File: config.mk
export PLATFORM = sky130hd
export DESIGN_NAME = load_store_unit
export DESIGN_NICKNAME = d
export VERILOG_FILES = /design/src/rtl/lsu_pkg.sv /design/src/rtl/lsu_lane_align.sv /design/src/rtl/load_store_unit.sv
export SDC_FILE = /design/constraint.sdc
export NUM_CORES = 1
export LEC_CHECK = 0
export BUFFER_PORTS_ARGS = -buffer_cell sky130_fd_sc_hd__buf_2
export CAP_MARGIN = 20
export CORE_ASPECT_RATIO = 1.2
export CORE_UTILIZATION = 25
export DETAILED_ROUTE_END_ITERATION = 12
export GPL_ROUTABILITY_DRIVEN = 0
export PLACE_DENSITY = 0.48
export SETUP_SLACK_MARGIN = 0.05
export SLEW_MARGIN = 20
export SYNTH_ARGS = -nofsm -noshare
export SYNTH_HDL_FRONTEND = slang
export SYNTH_SLANG_ARGS = --single-unit
File: constraint.sdc
create_clock -name clk -period 2.6 [get_ports clk]
set_input_delay 0 -clock clk [delete_from_list [all_inputs] [get_ports clk]]
set_output_delay 0 -clock clk [all_outputs]
set_load 0.005 [all_outputs]
File: src/rtl/lsu_pkg.sv
// Shared definitions for the load/store unit: op codes, FSM states, lane masks.
package lsu_pkg;

  localparam int unsigned OP_W   = 3;
  localparam int unsigned WORD_W = 32;

  localparam logic [WORD_W-1:0] BYTE_MASK = 32'h0000_00FF;
  localparam logic [WORD_W-1:0] HALF_MASK = 32'h0000_FFFF;

  typedef enum logic [OP_W-1:0] {
    OP_LB  = 3'd0,
    OP_LH  = 3'd1,
    OP_LW  = 3'd2,
    OP_LBU = 3'd3,
    OP_LHU = 3'd4,
    OP_SB  = 3'd5,
    OP_SH  = 3'd6,
    OP_SW  = 3'd7
  } lsu_op_e;

  typedef enum logic [2:0] {
    S_IDLE   = 3'd0,
    S_RD     = 3'd1,
    S_RMW_RD = 3'd2,
    S_WR     = 3'd3,
    S_ERR    = 3'd4,
    S_RESP   = 3'd5
  } lsu_state_e;

  // True for every op that returns data from memory
  function automatic logic is_load(input lsu_op_e op);
    return (op == OP_LB) || (op == OP_LH) || (op == OP_LW) ||
           (op == OP_LBU) || (op == OP_LHU);
  endfunction

endpackage

File: src/rtl/lsu_lane_align.sv
// Byte-lane steering: load extraction/extension, store merge, alignment check.
module lsu_lane_align
  import lsu_pkg::*;
(
  input  lsu_op_e           op,
  input  logic [1:0]        addr_lo,
  input  logic [WORD_W-1:0] mem_word,
  input  logic [WORD_W-1:0] store_data,
  output logic [WORD_W-1:0] load_data,
  output logic [WORD_W-1:0] merged_word,
  output logic              misaligned
);

  logic [4:0]  byte_sh;
  logic [4:0]  half_sh;
  logic [7:0]  lane_byte;
  logic [15:0] lane_half;

  assign byte_sh   = {addr_lo, 3'b000};
  assign half_sh   = {addr_lo[1], 4'b0000};
  assign lane_byte = 8'(mem_word >> byte_sh);
  assign lane_half = 16'(mem_word >> half_sh);

  // Extract the addressed lane and sign/zero extend it
  always_comb begin
    load_data = '0;
    case (op)
      OP_LB:   load_data = {{24{lane_byte[7]}}, lane_byte};
      OP_LBU:  load_data = {24'h0, lane_byte};
      OP_LH:   load_data = {{16{lane_half[15]}}, lane_half};
      OP_LHU:  load_data = {16'h0, lane_half};
      OP_LW:   load_data = mem_word;
      default: load_data = '0;
    endcase
  end

  // Overlay the new byte/halfword onto the old word, other lanes untouched
  always_comb begin
    merged_word = mem_word;
    case (op)
      OP_SB:   merged_word = (mem_word & ~(BYTE_MASK << byte_sh)) |
                             ((store_data & BYTE_MASK) << byte_sh);
      OP_SH:   merged_word = (mem_word & ~(HALF_MASK << half_sh)) |
                             ((store_data & HALF_MASK) << half_sh);
      OP_SW:   merged_word = store_data;
      default: merged_word = mem_word;
    endcase
  end

  // Halfwords need even addresses, words need 4-byte alignment
  always_comb begin
    misaligned = 1'b1;
    case (op)
      OP_LB, OP_LBU, OP_SB: misaligned = 1'b0;
      OP_LH, OP_LHU, OP_SH: misaligned = addr_lo[0];
      OP_LW, OP_SW:         misaligned = |addr_lo;
      default:              misaligned = 1'b1;
    endcase
  end

endmodule

File: src/rtl/load_store_unit.sv
// Multi-cycle load/store unit: one request at a time, read-modify-write for sub-word stores.
module load_store_unit
  import lsu_pkg::*;
#(
  parameter int unsigned ADDR_W = 32,
  parameter int unsigned DATA_W = 32
) (
  input  logic              clk,
  input  logic              reset_n,
  input  logic              req_valid,
  output logic              req_ready,
  input  logic [OP_W-1:0]   req_op,
  input  logic [ADDR_W-1:0] req_addr,
  input  logic [DATA_W-1:0] req_wdata,
  output logic              resp_valid,
  output logic [DATA_W-1:0] resp_rdata,
  output logic              resp_err,
  output logic [ADDR_W-1:0] mem_add,
  output logic [DATA_W-1:0] mem_write_data,
  input  logic [DATA_W-1:0] mem_read_data,
  output logic              mem_memread,
  output logic              mem_memwrite
);

  lsu_state_e  state;
  lsu_op_e     op_in;
  lsu_op_e     op_q;
  logic [1:0]  addr_lo_q;
  logic [DATA_W-1:0] wdata_q;

  lsu_op_e     sel_op;
  logic [1:0]  sel_addr_lo;
  logic [DATA_W-1:0] load_data;
  logic [DATA_W-1:0] merged_word;
  logic        misaligned;

  assign op_in     = lsu_op_e'(req_op);
  assign req_ready = reset_n && (state == S_IDLE);

  // Alignment is judged on the live request in IDLE, lane work on the latched one
  assign sel_op      = (state == S_IDLE) ? op_in : op_q;
  assign sel_addr_lo = (state == S_IDLE) ? req_addr[1:0] : addr_lo_q;

  lsu_lane_align u_lane_align (
    .op          (sel_op),
    .addr_lo     (sel_addr_lo),
    .mem_word    (mem_read_data),
    .store_data  (wdata_q),
    .load_data   (load_data),
    .merged_word (merged_word),
    .misaligned  (misaligned)
  );

  // Request sequencing with registered memory and response outputs
  always_ff @(posedge clk or negedge reset_n) begin
    if (!reset_n) begin
      state          <= S_IDLE;
      op_q           <= OP_LB;
      addr_lo_q      <= '0;
      wdata_q        <= '0;
      resp_valid     <= 1'b0;
      resp_rdata     <= '0;
      resp_err       <= 1'b0;
      mem_add        <= '0;
      mem_write_data <= '0;
      mem_memread    <= 1'b0;
      mem_memwrite   <= 1'b0;
    end else begin
      resp_valid   <= 1'b0;
      mem_memread  <= 1'b0;
      mem_memwrite <= 1'b0;
      case (state)
        S_IDLE: begin
          if (req_valid) begin
            op_q      <= op_in;
            addr_lo_q <= req_addr[1:0];
            wdata_q   <= req_wdata;
            mem_add   <= {2'b00, req_addr[ADDR_W-1:2]};
            if (misaligned) begin
              state <= S_ERR;
            end else if (is_load(op_in)) begin
              state       <= S_RD;
              mem_memread <= 1'b1;
            end else if (op_in == OP_SW) begin
              state          <= S_WR;
              mem_memwrite   <= 1'b1;
              mem_write_data <= req_wdata;
            end else begin
              state       <= S_RMW_RD;
              mem_memread <= 1'b1;
            end
          end
        end
        S_RD: begin
          resp_rdata <= load_data;
          resp_err   <= 1'b0;
          resp_valid <= 1'b1;
          state      <= S_RESP;
        end
        S_RMW_RD: begin
          mem_write_data <= merged_word;
          mem_memwrite   <= 1'b1;
          state          <= S_WR;
        end
        S_WR: begin
          resp_rdata <= '0;
          resp_err   <= 1'b0;
          resp_valid <= 1'b1;
          state      <= S_RESP;
        end
        S_ERR: begin
          resp_rdata <= '0;
          resp_err   <= 1'b1;
          resp_valid <= 1'b1;
          state      <= S_RESP;
        end
        S_RESP: state <= S_IDLE;
        default: state <= S_IDLE;
      endcase
    end
  end

endmodule

==> metrics.md <==
| Metric | Value |
|---|---|
| Status | `completed` |
| Total Routing Usage GR | `19.7%` |
| Drt via density | `5.15` |
| Num CTS Buffers | `17` |
| Depth of the most critical reg-to-reg path | `8` |
| Final ANT Viol Nets | `0` |
| Final HPWL DP | `20500 µm` |
| Synth Area in Compound Gates | `23.1%` |
| Crit-path cells | `or3_1, buf_12, mux2_4, nand2_1, a22oi_1, a2111oi_1, buf_4, a21oi_1` |
| Max Clock Skew | `15.3 ps` |
| Synthesized flop and latch total | `138` |
| Synth top area share | `46.9%` |
| Register area share after synthesis | `46.9%` |
| Pre-CTS WS | `55.2 ps` |
| Mean post-synth cell area | `10.7 µm²` |
| DRT Wirelength | `29400 µm` |
| First-pass GRT wire length | `43900 µm` |
| Crit end category | `flop` |
| Clk Latency, worst-skew pair | `430 ps` |
| Synth Area in XOR/XNOR | `0.595%` |
| Mux contribution to synthesized area | `15.3%` |
| Worst setup SP type | `flop` |
| Reg power frac | `31.8%` |
| Cells after synthesis | `686` |
| Vias | `7143` |
| Synth top area cells | `dfrtp_1 47%, mux2_2 10%, mux2i_1 4.4%` |
| Core ar. | `28800 µm²` |
| Critical-path top delay cell | `a2111oi_1` |
| Fin crit period | `2430 ps` |
| Overflow after GRT | `0` |
| Clock root buffer | `clkbuf_16` |
| Nets | `1091` |
| Post-route setup slack | `166 ps` |
| Main combinational cell family by area after synthesis | `compound AO/OA/AOI/OAI gates` |
| YS warnings | `0` |
| Asr flop ratio synth | `100%` |
| Top-count cell post-synth | `dfrtp_1` |
| Clock sink count | `138` |
| Largest net degree at the start of global routing | `59` |
| H-tree Lvls | `4` |
| Buffers added on ports | `200` |
| Critical path class | `reg2reg` |
| Worst EP required | `2900 ps` |
| Row Count | `68` |
| Die height | `190 µm` |
| Internal | `7480 µW` |
| Power Density | `1150 nW/µm²` |
| Clock network power share | `22.0%` |
| Hold Violations, Final | `0` |
| Most frequent cells after synthesis | `138 x dfrtp_1, 74 x nand2_1, 66 x mux2_2, 38 x o21ai_0` |
| Worst EP arrival | `2740 ps` |
| Hold-critical path endpoint | `op_q[2]$_DFFE_PN0P_` |
| Worst R2R End | `mem_write_data[26]$_DFFE_PN0P_` |
| Initial Util | `25.5%` |
| Endpoints failing setup | `0` |
| Synth Area in Adders | `0%` |
| Clock-pin transition on the worst setup and hold timing paths | `60 ps` |
| Fmax | `0.411 GHz` |
| Critical R2R Launch | `state[2]$_DFFE_PN0P_` |
| Worst hold slack | `21.9 ps` |
| Ports | `203` |
| Largest stage delay, worst path | `440 ps` |
| Fin cells | `1387` |
| Reg2Reg Setup Slack | `170 ps` |
| Library cells used by synthesis | `68` |
| Top FF cell, synth | `dfrtp_1` |
| Filler Cell Count | `2926` |
| Finished Core Util | `36.9%` |
| Post-synthesis simple-gate area fraction | `9.61%` |
| RSZ-0062 raised after global routing | `false` |
| Post-synth EDFFs | `0` |
| NetSw | `4740 µW` |
| Synth Cell Area | `7360 µm²` |
| Peak supply drop | `0.536 mV` |
| Max Slew Vio Count | `0` |
| Slew @ Worst Pin | `650 ps` |
| CTS tree | `built` |
| Combinational power share | `46.2%` |
| Post-route clock period utilization | `93.6%` |
| Net Sw Frac | `38.8%` |
| Setup TNS | `0 ps` |
| Leak pwr | `0.00474 µW` |
| Vias in the first global route | `7028` |
| Initial antenna violation count | `0` |
| Worst hold path depth | `2` |
| Pre-antenna DRT Iters | `6` |
| Antenna cells | `0` |
| Layout overhead on the synthesized area | `44.6%` |
| Chip Width | `159 µm` |
| Hold Path Origin | `req_op[2]` |
| DR iter-0 viols | `739` |
| # placed instances | `1256` |
| Drt wl/cell | `21.2 µm` |
| Fraction of layout instances using a drive strength above 1 | `36.5%` |
| Max_slew headroom | `56.6%` |
| Die area | `30100 µm²` |
| DRC viols | `0` |
| CTS max path bufs | `2` |
| Worst-path fanout max | `23` |
| HP Class | `in2reg` |
| Maxcap violations | `0` |
| Synth area leader | `dfrtp_1` |
layout make-up:
cell class	instances	area (µm²)	area share [%]
clock buffers	19	443	4.16
clock inverters	13	191	1.80
inverters	7	26.3	0.247
multi-input cells	482	3620	34.0
flip-flops and latches	138	3450	32.5
well taps	385	482	4.53
repair buffers	343	2420	22.8
critical path, delay by kind of cell, from the launching register on:
kind | cells | cell delay, ps
compound gates | 3 | 580
simple gates | 2 | 540
flops | 1 | 420
mux | 1 | 400
buf+inv | 2 | 370
cell families (layout without fill, tap and decap cells):
group,count (synthesis),count (layout)
XOR/XNOR,5,5
multiplexers,102,102
buffers and inverters,67,382
AO/OA/AOI/OAI,224,224
other,1,2
flip-flops,138,138
AND/OR/NAND/NOR,149,149
flip-flops by register name, summed over array words and instances (netlist names):
| name | cells |
|---|---|
| mem_write_data | 32 |
| mem_memread | 1 |
| state | 3 |
| op_q | 3 |
| resp_valid | 1 |
| wdata_q | 32 |
| mem_memwrite | 1 |
| resp_rdata | 32 |
| mem_add | 30 |
| resp_err | 1 |
| addr_lo_q | 2 |
timing repair:
item,CTS,global route
buffers inserted,0,3
pin swaps,0,1
hold buffers,96,0
endpoints found under the setup margin,1,22
endpoints found under the hold margin,180,0
gates resized for setup,1,3
metal layers:
| layer | vias to the layer above | part of all wire, % | global-route usage [%] |
|---|---|---|---|
| met1 | 3576 | 43 | 26.1 |
| met4 | 0 | 1.4 | 5.33 |
| li1 | 3257 | - | - |
| met2 | 283 | 50 | 32.7 |
| met5 | - | 0 | 0 |
| met3 | 27 | 6.2 | 3.51 |
power by group through the flow:
stage | combinational [µW] | clock (µW) | sequential, µW
3_5_place_dp | 5450 | 0 | 3920
5_1_grt | 6140 | 2840 | 4010
2_1_floorplan | 3520 | 0 | 3630
4_1_cts | 5570 | 2760 | 3890
3_3_place_gp | 5400 | 0 | 3930
6_report | 5650 | 2690 | 3880
per-stage QoR:
| stage | power, µW | cell area [µm²] |
|---|---|---|
| after global placement | 9330 | 8980 |
| final | 12200 | 10600 |
| after global routing | 13000 | 10600 |
| after detailed placement | 9360 | 8980 |
| after CTS | 12200 | 10600 |
| after floorplan | 7150 | 7360 |
layout by cell type (no fill, tap or decap), types with 5 or more instances in the layout:
master and n:
mux2i_1 30, a22oi_1 33, a21oi_1 33, buf_12 8
a2111oi_0 12, clkbuf_16 17, mux2_2 66, o221a_1 5
o221ai_1 22, nor3_1 12, nand3_1 5, nor2_1 26
dlygate4sd3_1 96, o21ai_0 38, dfrtp_1 138, nand2b_1 8
nand2_1 74, buf_2 199, inv_1 7, a222oi_1 14
buf_4 39, a221o_1 24, o22ai_1 11
worst max path at each step:
stage | startpoint | end | slack [ps] | cells past startpoint
4_1_cts | state[2]$_DFFE_PN0P_ | resp_rdata[18]$_DFFE_PN0N_ | 60 | 6
6_report | state[2]$_DFFE_PN0P_ | mem_write_data[26]$_DFFE_PN0P_ | 170 | 8
2_1_floorplan | state[2]$_DFFE_PN0P_ | resp_rdata[26]$_DFFE_PN0N_ | 290 | 8
5_1_grt | state[1]$_DFFE_PN0P_ | mem_write_data[24]$_DFFE_PN0P_ | 60 | 9
3_3_place_gp | state[2]$_DFFE_PN0P_ | mem_write_data[30]$_DFFE_PN0P_ | 70 | 9
3_5_place_dp | state[2]$_DFFE_PN0P_ | mem_write_data[30]$_DFFE_PN0P_ | 60 | 8
No activity file was read; power rests on OpenSTA's default activity.
